`src/rtl/booth_pkg.sv`:
```
// Shared definitions for the Booth multiplier datapath: complement modes,
// conditional-complement FSM states and the parameter sanity check.
package booth_pkg;

    localparam logic [1:0] MODE_PASS = 2'b00;
    localparam logic [1:0] MODE_ONES = 2'b01;
    localparam logic [1:0] MODE_TWOS = 2'b10;
    localparam logic [1:0] MODE_ABS  = 2'b11;

    typedef enum logic [1:0] {
        ST_IDLE,
        ST_BUSY,
        ST_DONE
    } cc_state_t;

    // The word must split into a whole, non-zero number of slices.
    function automatic bit cfg_ok(input int unsigned width, input int unsigned chunk);
        return (chunk != 0) && (width >= chunk) && ((width % chunk) == 0);
    endfunction

endpackage

```
`src/rtl/cond_complement_seq_slice.sv`:
```
// CHUNK-bit combinational incrementer used to ripple the +1 carry one slice
// per cycle.
module complement_slice #(
    parameter int unsigned CHUNK = 16
) (
    input  logic [CHUNK-1:0] a,
    input  logic             cin,
    output logic [CHUNK-1:0] sum,
    output logic             cout
);

    assign {cout, sum} = {1'b0, a} + {{CHUNK{1'b0}}, cin};

endmodule

```
`src/rtl/cond_complement_seq.sv`:
```
// Sequential conditional complement (pass / ones / twos / abs). The word is
// inverted on accept, then the +1 carry ripples through one CHUNK slice per cycle.
module cond_complement_seq
    import booth_pkg::*;
#(
    parameter int unsigned WIDTH = 64,
    parameter int unsigned CHUNK = 16
) (
    input  logic             clk,
    input  logic             rst_n,
    input  logic             in_valid,
    output logic             in_ready,
    input  logic [WIDTH-1:0] in_data,
    input  logic [1:0]       in_mode,
    output logic             out_valid,
    input  logic             out_ready,
    output logic [WIDTH-1:0] out_data,
    output logic             out_carry,
    output logic             out_ovf
);

    localparam int unsigned NSLICE = WIDTH / CHUNK;
    localparam int unsigned CW     = $clog2(NSLICE) + 1;

    if (!cfg_ok(WIDTH, CHUNK)) begin : g_cfg_check
        $error("cond_complement_seq: WIDTH must be a non-zero multiple of CHUNK");
    end

    cc_state_t        r_state;
    cc_state_t        w_next;
    logic [WIDTH-1:0] r_word;
    logic             r_carry;
    logic             r_ovf;
    logic [CW-1:0]    r_idx;

    logic             w_accept;
    logic             w_step;
    logic             w_last;
    logic             w_neg;
    logic             w_inv;
    logic             w_most_neg;
    logic [CHUNK-1:0] w_slice_a;
    logic [CHUNK-1:0] w_slice_sum;
    logic             w_slice_cout;
    logic [WIDTH-1:0] w_word_upd;

    assign w_neg      = (in_mode == MODE_TWOS) | ((in_mode == MODE_ABS) & in_data[WIDTH-1]);
    assign w_inv      = w_neg | (in_mode == MODE_ONES);
    // Most-negative: MSB set and every other bit clear.
    assign w_most_neg = in_data[WIDTH-1] & ((in_data << 1) == '0);
    assign w_last     = (r_idx == CW'(NSLICE - 1));

    always_ff @(posedge clk) begin
        if (!rst_n) begin
            r_state <= ST_IDLE;
        end else begin
            r_state <= w_next;
        end
    end

    always_comb begin
        w_next    = r_state;
        in_ready  = 1'b0;
        out_valid = 1'b0;
        w_accept  = 1'b0;
        w_step    = 1'b0;
        case (r_state)
            ST_IDLE: begin
                in_ready = 1'b1;
                if (in_valid) begin
                    w_accept = 1'b1;
                    w_next   = ST_BUSY;
                end
            end
            ST_BUSY: begin
                w_step = 1'b1;
                if (w_last) begin
                    w_next = ST_DONE;
                end
            end
            ST_DONE: begin
                out_valid = 1'b1;
                in_ready  = out_ready;
                w_accept  = out_ready & in_valid;
                if (out_ready) begin
                    w_next = in_valid ? ST_BUSY : ST_IDLE;
                end
            end
            default: w_next = ST_IDLE;
        endcase
    end

    always_comb begin
        w_slice_a = '0;
        for (int unsigned k = 0; k < NSLICE; k++) begin
            if (r_idx == CW'(k)) begin
                w_slice_a = r_word[k*CHUNK +: CHUNK];
            end
        end
    end

    complement_slice #(
        .CHUNK (CHUNK)
    ) u_slice (
        .a    (w_slice_a),
        .cin  (r_carry),
        .sum  (w_slice_sum),
        .cout (w_slice_cout)
    );

    always_comb begin
        w_word_upd = r_word;
        for (int unsigned k = 0; k < NSLICE; k++) begin
            if (r_idx == CW'(k)) begin
                w_word_upd[k*CHUNK +: CHUNK] = w_slice_sum;
            end
        end
    end

    always_ff @(posedge clk) begin
        if (!rst_n) begin
            r_word  <= '0;
            r_carry <= 1'b0;
            r_ovf   <= 1'b0;
            r_idx   <= '0;
        end else if (w_accept) begin
            r_word  <= in_data ^ {WIDTH{w_inv}};
            r_carry <= w_neg;
            r_ovf   <= w_neg & w_most_neg;
            r_idx   <= '0;
        end else if (w_step) begin
            r_word  <= w_word_upd;
            r_carry <= w_slice_cout;
            r_idx   <= r_idx + 1'b1;
        end
    end

    assign out_data  = r_word;
    assign out_carry = r_carry;
    assign out_ovf   = r_ovf;

endmodule

```
`config.mk`:
```
export PLATFORM = sky130hd
export DESIGN_NAME = cond_complement_seq
export DESIGN_NICKNAME = d
export VERILOG_FILES = /design/src/rtl/booth_pkg.sv /design/src/rtl/cond_complement_seq_slice.sv /design/src/rtl/cond_complement_seq.sv
export SDC_FILE = /design/constraint.sdc
export NUM_CORES = 1
export LEC_CHECK = 0
export CORE_UTILIZATION = 52
export DETAILED_ROUTE_END_ITERATION = 16
export MAX_ROUTING_LAYER = met4
export PLACE_DENSITY_LB_ADDON = 0.3
export SETUP_SLACK_MARGIN = 0.15
export SYNTH_ARGS = -nofsm -noshare
export SYNTH_HDL_FRONTEND = slang
export SYNTH_SLANG_ARGS = --single-unit
```
`constraint.sdc`:
```
create_clock -name clk -period 5 [get_ports clk]
set_input_delay 1 -clock clk [delete_from_list [all_inputs] [get_ports clk]]
set_output_delay 1 -clock clk [all_outputs]
set_load 0.05 [all_outputs]
```
; ---- After elaboration in Yosys (flattened, before gate mapping)
; Cells that the tools add are included.
[totals]
word_cells = 65
register_bits = 71
out_inout_bits = 68
[classes]
n_addsub = 2
bitwise = 8
reduce_logical = 14
eq_ne = 11
mux = 22
[ops]
columns = op, count
row1 = 2-to-1 mux 16 bit, 8
row2 = 2-to-1 mux 64 bit, 2
row3 = zero test 64 bit, 1
row4 = bitwise XOR 64 bit, 1
row5 = adder 16 x 1 -> 17 bit, 1
row6 = nonzero test 2 bit, 5
row7 = AND reduction 2 bit, 4
row8 = "equality test 2 bit, second input constant", 3
row9 = "equality test 3 x 2 -> 1 bit, second input constant", 2
row10 = 2-to-1 mux 1 bit, 6
row11 = 2-to-1 mux 2 bit, 3
row12 = "inequality test 2 bit, second input constant", 3
row13 = one-hot mux 2 bit (3 select lines), 1
row14 = AND 1 bit, 4
row15 = "equality test 2 x 1 -> 1 bit, second input constant", 2
row16 = one-hot mux 1 bit (2 select lines), 2
row17 = "adder 3 x 1 -> 3 bit, second input constant", 1
row18 = "equality test 3 x 1 -> 1 bit, second input constant", 1
row19 = zero test 3 bit, 1
row20 = AND reduction 3 bit, 1
row21 = zero test 2 bit, 1
row22 = bitwise OR 1 bit, 2
row23 = OR reduction 2 bit, 1
row24 = NOT 1 bit, 1

; ---- Logic depth before layout (Yosys ltp)
; Gate-level depths: netlist (run 1).
[depth]
word_depth = 9
mapped_depth = 16
depth_no_buf = 15

; ---- Cells and area by module
; A second synthesis (run 1) with hierarchy kept.
[unflattened]
cells_unflattened = 588
area_unflattened_um2 = 4809.6
[modules_own_cells]
columns = module, area_each_um2, cells_per_inst, instances, seq_area_each_um2
row1 = cond_complement_seq, 4478.0, 544, 1, 1421.4
row2 = complement_slice, 331.6, 44, 1, 0.0

; ---- Worst setup path after synthesis (run 1)
; OpenSTA, ideal clock, no wires.
[synth_path]
path_kind = register to register
from = register r_idx[1]
to = register r_word[12] (netlist: out_data[12])
setup_ns = 0.115
t_required_ns = 4.885
t_arrival_ns = 2.687
setup_slack_ns = 2.199
stages_incl_launch_ff = 17
synth_period_minus_slack_ns = 2.801
path_cell_list = dfxtp_1 inv_1 ha_1 buf_2 buf_2 nor2_1 a21oi_1 nor2_1 a21oi_1 o21ai_0 ha_1 ha_1 o21a_1 nand4_1 nor3_1 nor3_1 o21a_1
[synth_via]
elab_chain_cells = 9
elab_cells_between_ends = 14
[synth_rtl]
columns = item, line_no
row1 = start: declaration, cond_complement_seq.sv:34  ; logic [CW-1:0] r_idx;
row2 = start signal: assignment, cond_complement_seq.sv:134  ; r_idx <= r_idx + 1'b1;
row3 = zero test 3 bit, "cond_complement_seq.sv:96, cond_complement_seq.sv:114"
row4 = 2-to-1 mux 16 bit (4 in series), cond_complement_seq.sv:96  ; if (r_idx == CW'(k)) begin
row5 = adder 16 x 1 -> 17 bit, cond_complement_seq_slice.sv:12  ; assign {cout, sum} = {1'b0, a} + {{CHUNK{1'b0}}, cin};
row6 = 2-to-1 mux 16 bit, cond_complement_seq.sv:114  ; if (r_idx == CW'(k)) begin
row7 = 2-to-1 mux 64 bit, cond_complement_seq.sv:131  ; end else if (w_step) begin
row8 = 2-to-1 mux 64 bit, cond_complement_seq.sv:126  ; end else if (w_accept) begin
row9 = end signal: assignment, cond_complement_seq.sv:127  ; r_word <= in_data ^ {WIDTH{w_inv}};
row10 = end signal: assignment, cond_complement_seq.sv:132  ; r_word <= w_word_upd;
row11 = end: declaration, cond_complement_seq.sv:31  ; logic [WIDTH-1:0] r_word;
; Several ways; a longest one is shown, not always the timed one. The select of a mux whose other input is x is not followed.
; A chain may end at the register's enable or synchronous reset.

; ---- Worst setup path in the final report (run 1)
[layout_path]
from = register r_idx[0]
to = register r_word[45] (netlist: out_data[45])
[layout_via]
elab_chain_cells = 9
elab_cells_between_ends = 14
[layout_rtl]
columns = item, line_no
row1 = zero test 3 bit, cond_complement_seq.sv:96
row2 = 2-to-1 mux 16 bit (4 in series), cond_complement_seq.sv:96
row3 = adder 16 x 1 -> 17 bit, cond_complement_seq_slice.sv:12
row4 = 2-to-1 mux 16 bit, cond_complement_seq.sv:114
row5 = 2-to-1 mux 64 bit, cond_complement_seq.sv:131
row6 = 2-to-1 mux 64 bit, cond_complement_seq.sv:126
; Several ways; a longest one is shown, not always the timed one. The select of a mux whose other input is x is not followed.

==> results of run 1 <==
critical path, cell delays in order (launching register included):
cell and delay [ns]:
dfxtp_1 0.36, ha_1 0.24, ha_1 0.45, nor2_1 0.73
o221ai_1 0.30, a222oi_1 0.45, nand2_1 0.22, nor4_2 0.42
xnor2_1 0.25, a221oi_2 0.31
worst max path at each step:
stage / end / slack [ns]
2_1_floorplan: out_data[12]$_SDFFE_PN0P_ / 2.20
3_3_place_gp: out_data[16]$_SDFFE_PN0P_ / 1.41
3_5_place_dp: out_data[7]$_SDFFE_PN0P_ / 1.30
4_1_cts: out_data[45]$_SDFFE_PN0P_ / 1.33
5_1_grt: out_data[60]$_SDFFE_PN0P_ / 0.90
6_report: out_data[45]$_SDFFE_PN0P_ / 1.17
kinds of logic after synthesis:
group	share of synthesized area [%]
xor gates and xnor gates	14.02
muxes	0.8432
buffers and inverters	5.033
and+or+nand+nor	22.35
AOI/OAI and AO/OA	25.72
DFF	29.93
adders and majority gates	2.108
metal layers:
layer	GRT usage (%)	vias up	share of wire, %
met5	-	-	0
met1	47.75	2528	40
met4	18.67	0	3.5
met3	6.331	60	9.5
li1	-	2432	-
met2	60.62	371	47
per-stage QoR:
step	cell area, um^2	util [%]	hold WS, ns	power [mW]	std cells
2_1_floorplan	4748	-	0.5160	1.165	614
3_3_place_gp	6143	70.10	0.4700	1.428	817
3_5_place_dp	6143	70.10	0.4872	1.441	817
4_1_cts	6366	72.64	0.4985	1.958	833
5_1_grt	6366	72.64	0.5517	2.045	833
6_report	6366	72.64	0.5064	1.975	833
final cells by class:
class | instances | area [um^2]
clock inverter | 5 | 81.33
clock buffer | 11 | 141.4
multi-input combinational | 483 | 3114
timing repair buffer | 144 | 1431
fill | 727 | 2397
tap | 108 | 135.1
sequential | 71 | 1421
inverter | 11 | 41.29
synthesized netlist by cell type, drive strengths merged, types with 4 or more instances:
cell     n  area [um^2]
a221oi  11        121.4
inv     11        41.29
nor3    15        75.07
or2      4        25.03
nand3b   7        52.55
a32oi    4        35.03
buf      7        38.78
nand2   65        244.0
nand3   26        130.1
a21oi   52        260.3
nor2b    8        50.05
xnor2   40        350.3
o21ai   53        265.3
o21a    12        90.09
nor2    30        112.6
clkbuf  42        158.9
a21o     5        37.54
xor2    36        315.3
and2     9        56.30
a221o    5        50.05
nand2b   7        43.79
nand4    5        31.28
ha       8        100.1
o221ai  17        148.9
dfxtp   71         1421
nor4    17        112.6
and3    11        68.82
o31ai    6        45.04
mux2i    4        40.04
sequential cells by signal (all words and copies together), names as in the netlist:
name       cells
out_data      64
r_idx          3
r_state        2
out_carry      1
out_ovf        1
power groups by stage:
stage | sequential, mW | clock [mW] | combinational, mW
floorplan | 0.861 | 0 | 0.304
global placement | 0.690 | 0 | 0.738
detailed placement | 0.691 | 0 | 0.751
CTS | 0.678 | 0.524 | 0.756
global route | 0.687 | 0.552 | 0.807
finish | 0.681 | 0.529 | 0.766
==> out/results.ini, run 1 <==
[clock_network]
post_cts_buffers=0
clkLatencyLatePin_ns=0.36
cts_buffers=9
tritoncts=done
clk_path_buf_depth=2
ctsHoldBuffers=0
h-tree-depth=3
cts_root_buf=clkbuf_8
cts_sinks=71
cts_resized=0
clkTransAtPathRegs_ns=0.09

[job]
maxCapViolations=0

[power]
switchingPower_mw=0.7724
p_int_mw=1.203
ir_drop_uv=195.6
p_seq_share_pct=34.5
p_leak_nw=2.297
swShare_pct=39.10
power_frac_comb_pct=38.8
clock_power_share_pct=26.8
p_per_area_nw_per_um2=310.3

[global_routing]
grt_pass1_vias=5283
antenna_found_initial=0
track_usage_pct=38.45
globalRoute.totalOverflow=0
grt_pass1_wl_um=28060
grt_start_max_net_pins=71

[detailed_routing]
routed_via_density=6.472
drc=0
antenna_left=0
dr_total_vias=5391
routed_wirelength_um=17750
drt_iter0_drc=436
dr.pass1.iters=5
wire_per_inst_um=21.31

[cells_and_area]
final_cell_mix=clkdlybuf4s50_1, dfxtp_1, nand2_1
final_common_cell=clkdlybuf4s50_1
layout-drive-gt1-share_pct=4.828
syn2layout_area_growth_pct=34.07
diodes=0
layout.nets=798

[critical_path]
reg2reg_from=r_idx[0]$_SDFFE_PP0P_
worstPathRequired_ns=5.27
r2r_end=out_data[45]$_SDFFE_PN0P_
crit_type=reg2reg
critPathLaunch=r_idx[0]$_SDFFE_PP0P_
cp.arrival_ns=4.09
start_kind=flip-flop
crit_path_end_kind=flip-flop
crit_fanout=21
ff2ff_path_depth=9
r2r_slack_ns=1.17

[hold_path]
hold_depth=2
hp-class=reg2reg
hold_path_end=out_ovf$_SDFFE_PN0P_
min_from=out_ovf$_SDFFE_PN0P_

[synthesis]
syn_avg_cell_area_um2=7.733
synth_area_um2=4748
synth_ff_type=dfxtp_1
async_flop_share_pct=0
ys_seq_elements=71
netlist_instances=614
syn_nets=692
yosysWarnings=0
synth-edff-count=0
yosysUniqueCellTypes=54
seq_area_frac_synth_pct=29.93

[timing]
finClkSkew_ns=0.02048
fin_tns_setup_ns=0
rsz0062_at_grt=false
hold_viol_final=0
slew_violations=0
fin_crit_sh_pct=76.50
finalWorstSetupSlack_ns=1.175
min_period_ns=3.825
slew_headroom_pct=23.16
setup_viol=0
worst_pin_slew_ns=1.153
clock.fmax_mhz=261.4

[floorplan]
die_h_um=97.56
io-pin-count=138
dieArea_um2=9518
die_w_um=97.56
rows=34
initial_core_util_pct=54.18
core_area_um2=8763

[run_status]
status=complete, no violations

[placement]
port_buffers=137
gp_congestion=0.9304
dpl.hpwl_um=12670
dp_slack_ns=1.303

No activity file was read; power rests on OpenSTA's default activity.
==> run 2: changes to the inputs <==
CORE_UTILIZATION = 48   (was 52)
clock period = 3.72 ns   (was 5 ns; I/O delays follow)
==> run 2 against run 1 <==
Against the previous run:
- utilization down 3.4 points
- cell count grew 4.7%
- wire length up 4.1%
- die area up 8.2%
- register-to-register slack got worse by 0.75 ns
- clock skew fell by 0.012 ns
- flip-flop and latch count stayed put
- non-clock buffer count grew 18
- design area rose by 2.4%
- largest cell class unchanged
- largest power group unchanged
==> out/results.ini, run 2 (synthesis results as in run 1) <==
[placement]
gp_congestion=0.9555
dpl.hpwl_um=13710
port_buffers=137

[cells_and_area]
final_common_cell=clkdlybuf4s50_1
layout.nets=816
final_cell_mix=clkdlybuf4s50_1, dfxtp_1, nand2_1
syn2layout_area_growth_pct=37.23
largest_reg_flops=64
fin_util_pct=69.21
diodes=0
layout-drive-gt1-share_pct=7.133

[hold_path]
hp-class=reg2reg

[clock_network]
clk_path_buf_depth=2
cts_sinks=71
post_cts_buffers=0
cts_root_buf=clkbuf_8
clkTransAtPathRegs_ns=0.08
ctsHoldBuffers=0
cts_buffers=9
clkLatencyLatePin_ns=0.36
h-tree-depth=3
tritoncts=done
cts_resized=0

[timing]
setup_viol=0
clock.fmax_mhz=303.6
finClkSkew_ns=0.008608
rsz0062_at_grt=false
slew_headroom_pct=34.47
min_period_ns=3.294
fin_tns_setup_ns=0
worst_pin_slew_ns=0.9829
hold_viol_final=0
fin_crit_sh_pct=88.56
slew_violations=0

[power]
switchingPower_mw=1.055
p_per_area_nw_per_um2=401.8
p_leak_nw=2.373
clock_power_share_pct=24.7
power_frac_comb_pct=40.2
p_int_mw=1.563
p_seq_share_pct=35.1
ir_drop_uv=205.3
swShare_pct=40.31

[floorplan]
dieArea_um2=10290
io-pin-count=138
die_w_um=101.5
core_area_um2=9415
die_h_um=101.5
rows=35
initial_core_util_pct=50.43

[critical_path]
cp.arrival_ns=3.55
start_kind=flip-flop
crit_type=reg2reg
worstPathRequired_ns=3.98
crit_fanout=19
crit_path_end_kind=flip-flop

[detailed_routing]
wire_per_inst_um=21.19
drc=0
antenna_left=0
drt_iter0_drc=415
dr_total_vias=5459
routed_wirelength_um=18480
dr.pass1.iters=5
routed_via_density=6.260

[global_routing]
globalRoute.totalOverflow=0
grt_pass1_wl_um=28320
track_usage_pct=37.77
grt_pass1_vias=5283
antenna_found_initial=0
grt_start_max_net_pins=71

[run_status]
status=complete, no violations

[job]
maxCapViolations=0

-- run 2: cell types whose count changed in the layout (fill, tap and decap cells not counted) --
cell / previous run / this run
buf_4: 6 / 23
clkinvlp_4: 1 / 3
buf_12: 1 / 2
bufinv_16: 2 / 1
clkinv_4: 1 / 0
-- run 2: worst max-delay path, cell delays in order, from the launching register on --
cell and delay [ns]:
dfxtp_1 0.40, inv_1 0.10, ha_1 0.45, buf_4 0.28, nor2_1 0.11, a21oi_1 0.04
o21ai_0 0.28, ha_1 0.20, o221ai_1 0.18, or2_2 0.39, xnor2_1 0.43, o21ai_0 0.15
and3_1 0.18
-- run 2: final cells by class --
class                   count  area (um^2)
fillers                   833         2899
flip-flops and latches     71         1421
clock inverters             5        57.56
clock buffers              11        141.4
multi-input cells         483         3114
repair buffers            162         1579
well taps                 129        161.4
inverters                  11        41.29
-- run 2: path summary, 6_finish.rpt --
check,start,endpoint,slack [ns],depth (start not counted)
setup / recovery,r_idx[0]$_SDFFE_PP0P_,out_data[5]$_SDFFE_PN0P_,0.43,12
hold / removal,out_ovf$_SDFFE_PN0P_,out_ovf$_SDFFE_PN0P_,0.51,2
setup reg to reg,r_idx[0]$_SDFFE_PP0P_,out_data[5]$_SDFFE_PN0P_,0.43,12
hold reg to reg,out_ovf$_SDFFE_PN0P_,out_ovf$_SDFFE_PN0P_,0.51,2
-- run 2: power groups by stage --
stage               logic [mW]  registers (mW)  clock network, mW
floorplan                0.408            1.16                  0
global placement          1.02           0.932                  0
detailed placement        1.03           0.931                  0
CTS                       1.04           0.915              0.647
global route              1.11           0.925              0.681
finish                    1.05           0.918              0.647
-- run 2: per-stage QoR --
stage          worst slack, ns  cell area (um^2)  std cells  total power [mW]  hold WS, ns
2_1_floorplan           0.9186              4748        614             1.566       0.5160
3_3_place_gp            0.5553              6317        856             1.954       0.4688
3_5_place_dp            0.4707              6317        856             1.965       0.4753
4_1_cts                 0.4423              6516        872             2.604       0.4894
5_1_grt                 0.1579              6516        872             2.715       0.5212
6_report                0.4257              6516        872             2.618       0.5068
-- run 2: layer usage --
metal | track usage (%) | wire length (um) | up-vias
met3 | 7.315 | 1951 | 60
li1 | - | - | 2467
met2 | 58.08 | 8371 | 389
met1 | 46.96 | 7381 | 2543
met4 | 19.40 | 777 | 0
met5 | - | 0 | -
==> RTL edit, RTL diff (settings of run 2) <==
Register the output `out_ovf` once more; this adds one clock of latency there. The other outputs are not delayed to match.
--- a/src/rtl/cond_complement_seq.sv
+++ b/src/rtl/cond_complement_seq.sv
@@ -137,7 +137,9 @@
 
     assign out_data  = r_word;
     assign out_carry = r_carry;
-    assign out_ovf   = r_ovf;
+    always_ff @(posedge clk) begin
+        out_ovf <= r_ovf;
+    end
 
 endmodule
 
Formal check against the unedited RTL: not equivalent (Yosys sat finds a counterexample within 4 cycles, from zero or initial values and one cycle with rst_n low).
==> RTL edit against run 2 <==
  * Via count is 2.9% lower
  * Setup slack better by 0.0059 ns
  * Power is 4.3% higher
  * Synthesized area is 0.42% higher
  * Global-route usage is 3.5 points lower
  * Highest routed layer unchanged
  * Sequential power is 2% higher
  * Final area is 0.25% lower
  * Routed wire length is 7.9% lower
  * Critical endpoint is now out_data[62]
  * Sequential cell count is 1 higher
  * Clock skew is 0.0029 ns lower
==> RTL edit: results (changes against run 2) <==
Setup path
  • Crit path arrival time: 3.54 ns (was 3.55 ns)
  • Worst r2r dst: out_data[62] (was out_data[5])
  • Critical Path Source: r_idx[0] (unchanged)

Synth
  • Post-synthesis sequential area ratio: 30.2% (was 29.9%)
  • Ranking of synthesized cells by area: dfxtp_1 30%, xnor2_1 7.3%, xor2_1 6.6% (was dfxtp_1 30%, xnor2_1 7.4%, xor2_1 6.6%)
  • Adder-Cell Fraction of Synth Area: 2.10% (was 2.11%)
  • Synth cell count leaders: 72 x dfxtp_1, 65 x nand2_1, 52 x a21oi_1 (was 71 x dfxtp_1, 65 x nand2_1, 52 x a21oi_1)
  • Xor and xnor area share after synthesis: 14.0% (about the same)
  • Mux cell area share after synthesis: 0.840% (was 0.843%)
  • Compound-Gate Fraction of Synth Area: 25.6% (was 25.7%)

GRT
  • First-pass GRT wire length: 26200 µm (was 28300 µm)
  • Tot GR Track Use: 34.3% (was 37.8%)

Status
  • Status: complete, no violations (unchanged)

Clock network
  • Max Buffers Root-to-Sink: 2 (unchanged)

STA
  • Worst slew margin: 43.2% (was 34.5%)
  • Clock skew: 0.00573 ns (was 0.00861 ns)

Placed design
  • Setup WS pre-CTS: 0.514 ns (was 0.471 ns)
  • DP HPWL: 12700 µm (was 13700 µm)
  • GP Congestion: 0.958 (was 0.956)

Layout
  • N_diodes: 0 (unchanged)
  • Post-layout nets: 807 (was 816)
  • Fillers: 823 (was 833)

Power
  • Pleak: 0.00236 µW (was 0.00237 µW)

Detailed routing
  • Routed WL: 17000 µm (was 18500 µm)
  • Via density: 6.11 (was 6.26)
  • DRT iter0 DRCs: 380 (was 415)
  • DRT Pass-1 Iters: 7 (was 5)
RTL edit: logic make-up after synthesis:
kind of cell,count (synthesis)
fa+ha+maj,8
compound gates,184
simple gates,211
xor+xnor,76
buf+inv,60
flops,72
mux,4
RTL edit: metrics by stage:
stage | total power (µW) | cell area, µm² | cells | hold slack (ns)
floorplan | 1580 | 4770 | 615 | 0.330
global placement | 1940 | 6250 | 851 | 0.347
detailed placement | 1950 | 6250 | 851 | 0.350
CTS | 2720 | 6500 | 867 | 0.367
global route | 2820 | 6500 | 867 | 0.382
finish | 2730 | 6500 | 867 | 0.366
RTL edit: report_power, final:
part	switching [µW]	total, µW	internal, µW
Sequential	85.4	933	847
Clock	311	775	464
Combinational	633	1020	389
Total	1030	2730	1700
RTL edit: worst min path at each step:
stage / from / to / slack, ns / depth (start not counted)
floorplan: r_ovf / out_ovf / 0.33 / 0
global placement: r_ovf / out_ovf / 0.35 / 0
detailed placement: r_ovf / out_ovf / 0.35 / 0
CTS: r_ovf / out_ovf / 0.37 / 0
global route: r_ovf / out_ovf / 0.38 / 0
finish: r_ovf / out_ovf / 0.37 / 0
RTL edit: area by class of cell:
type	count	area [µm²]	area share, %
Clock buffer	11	141	2.18
Multi-Input combinational cell	483	3110	47.9
Inverter	11	41.3	0.635
Timing Repair Buffer	152	1490	22.9
Tap cell	133	166	2.56
Clock inverter	5	104	1.60
Sequential cell	72	1440	22.2
RTL edit: critical path, cell delays in order (launching register included):
cell and delay, ns:
dfxtp_1 0.41, inv_1 0.10, ha_1 0.40, buf_4 0.27, inv_1 0.24, o221ai_1 0.19
a222oi_1 0.42, nand4_1 0.34, nor3_1 0.51, o21ai_1 0.12, o2111a_1 0.18
RTL edit: metal layers:
metal / share of wire, % / up-vias / wire, µm / track usage, %
met4: 3.4 / 0 / 576 / 18.5
met3: 8.8 / 52 / 1500 / 5.11
li1: - / 2448 / - / -
met1: 40 / 2454 / 6740 / 40.7
met2: 48 / 345 / 8210 / 55.7
met5: 0 / - / 0 / -
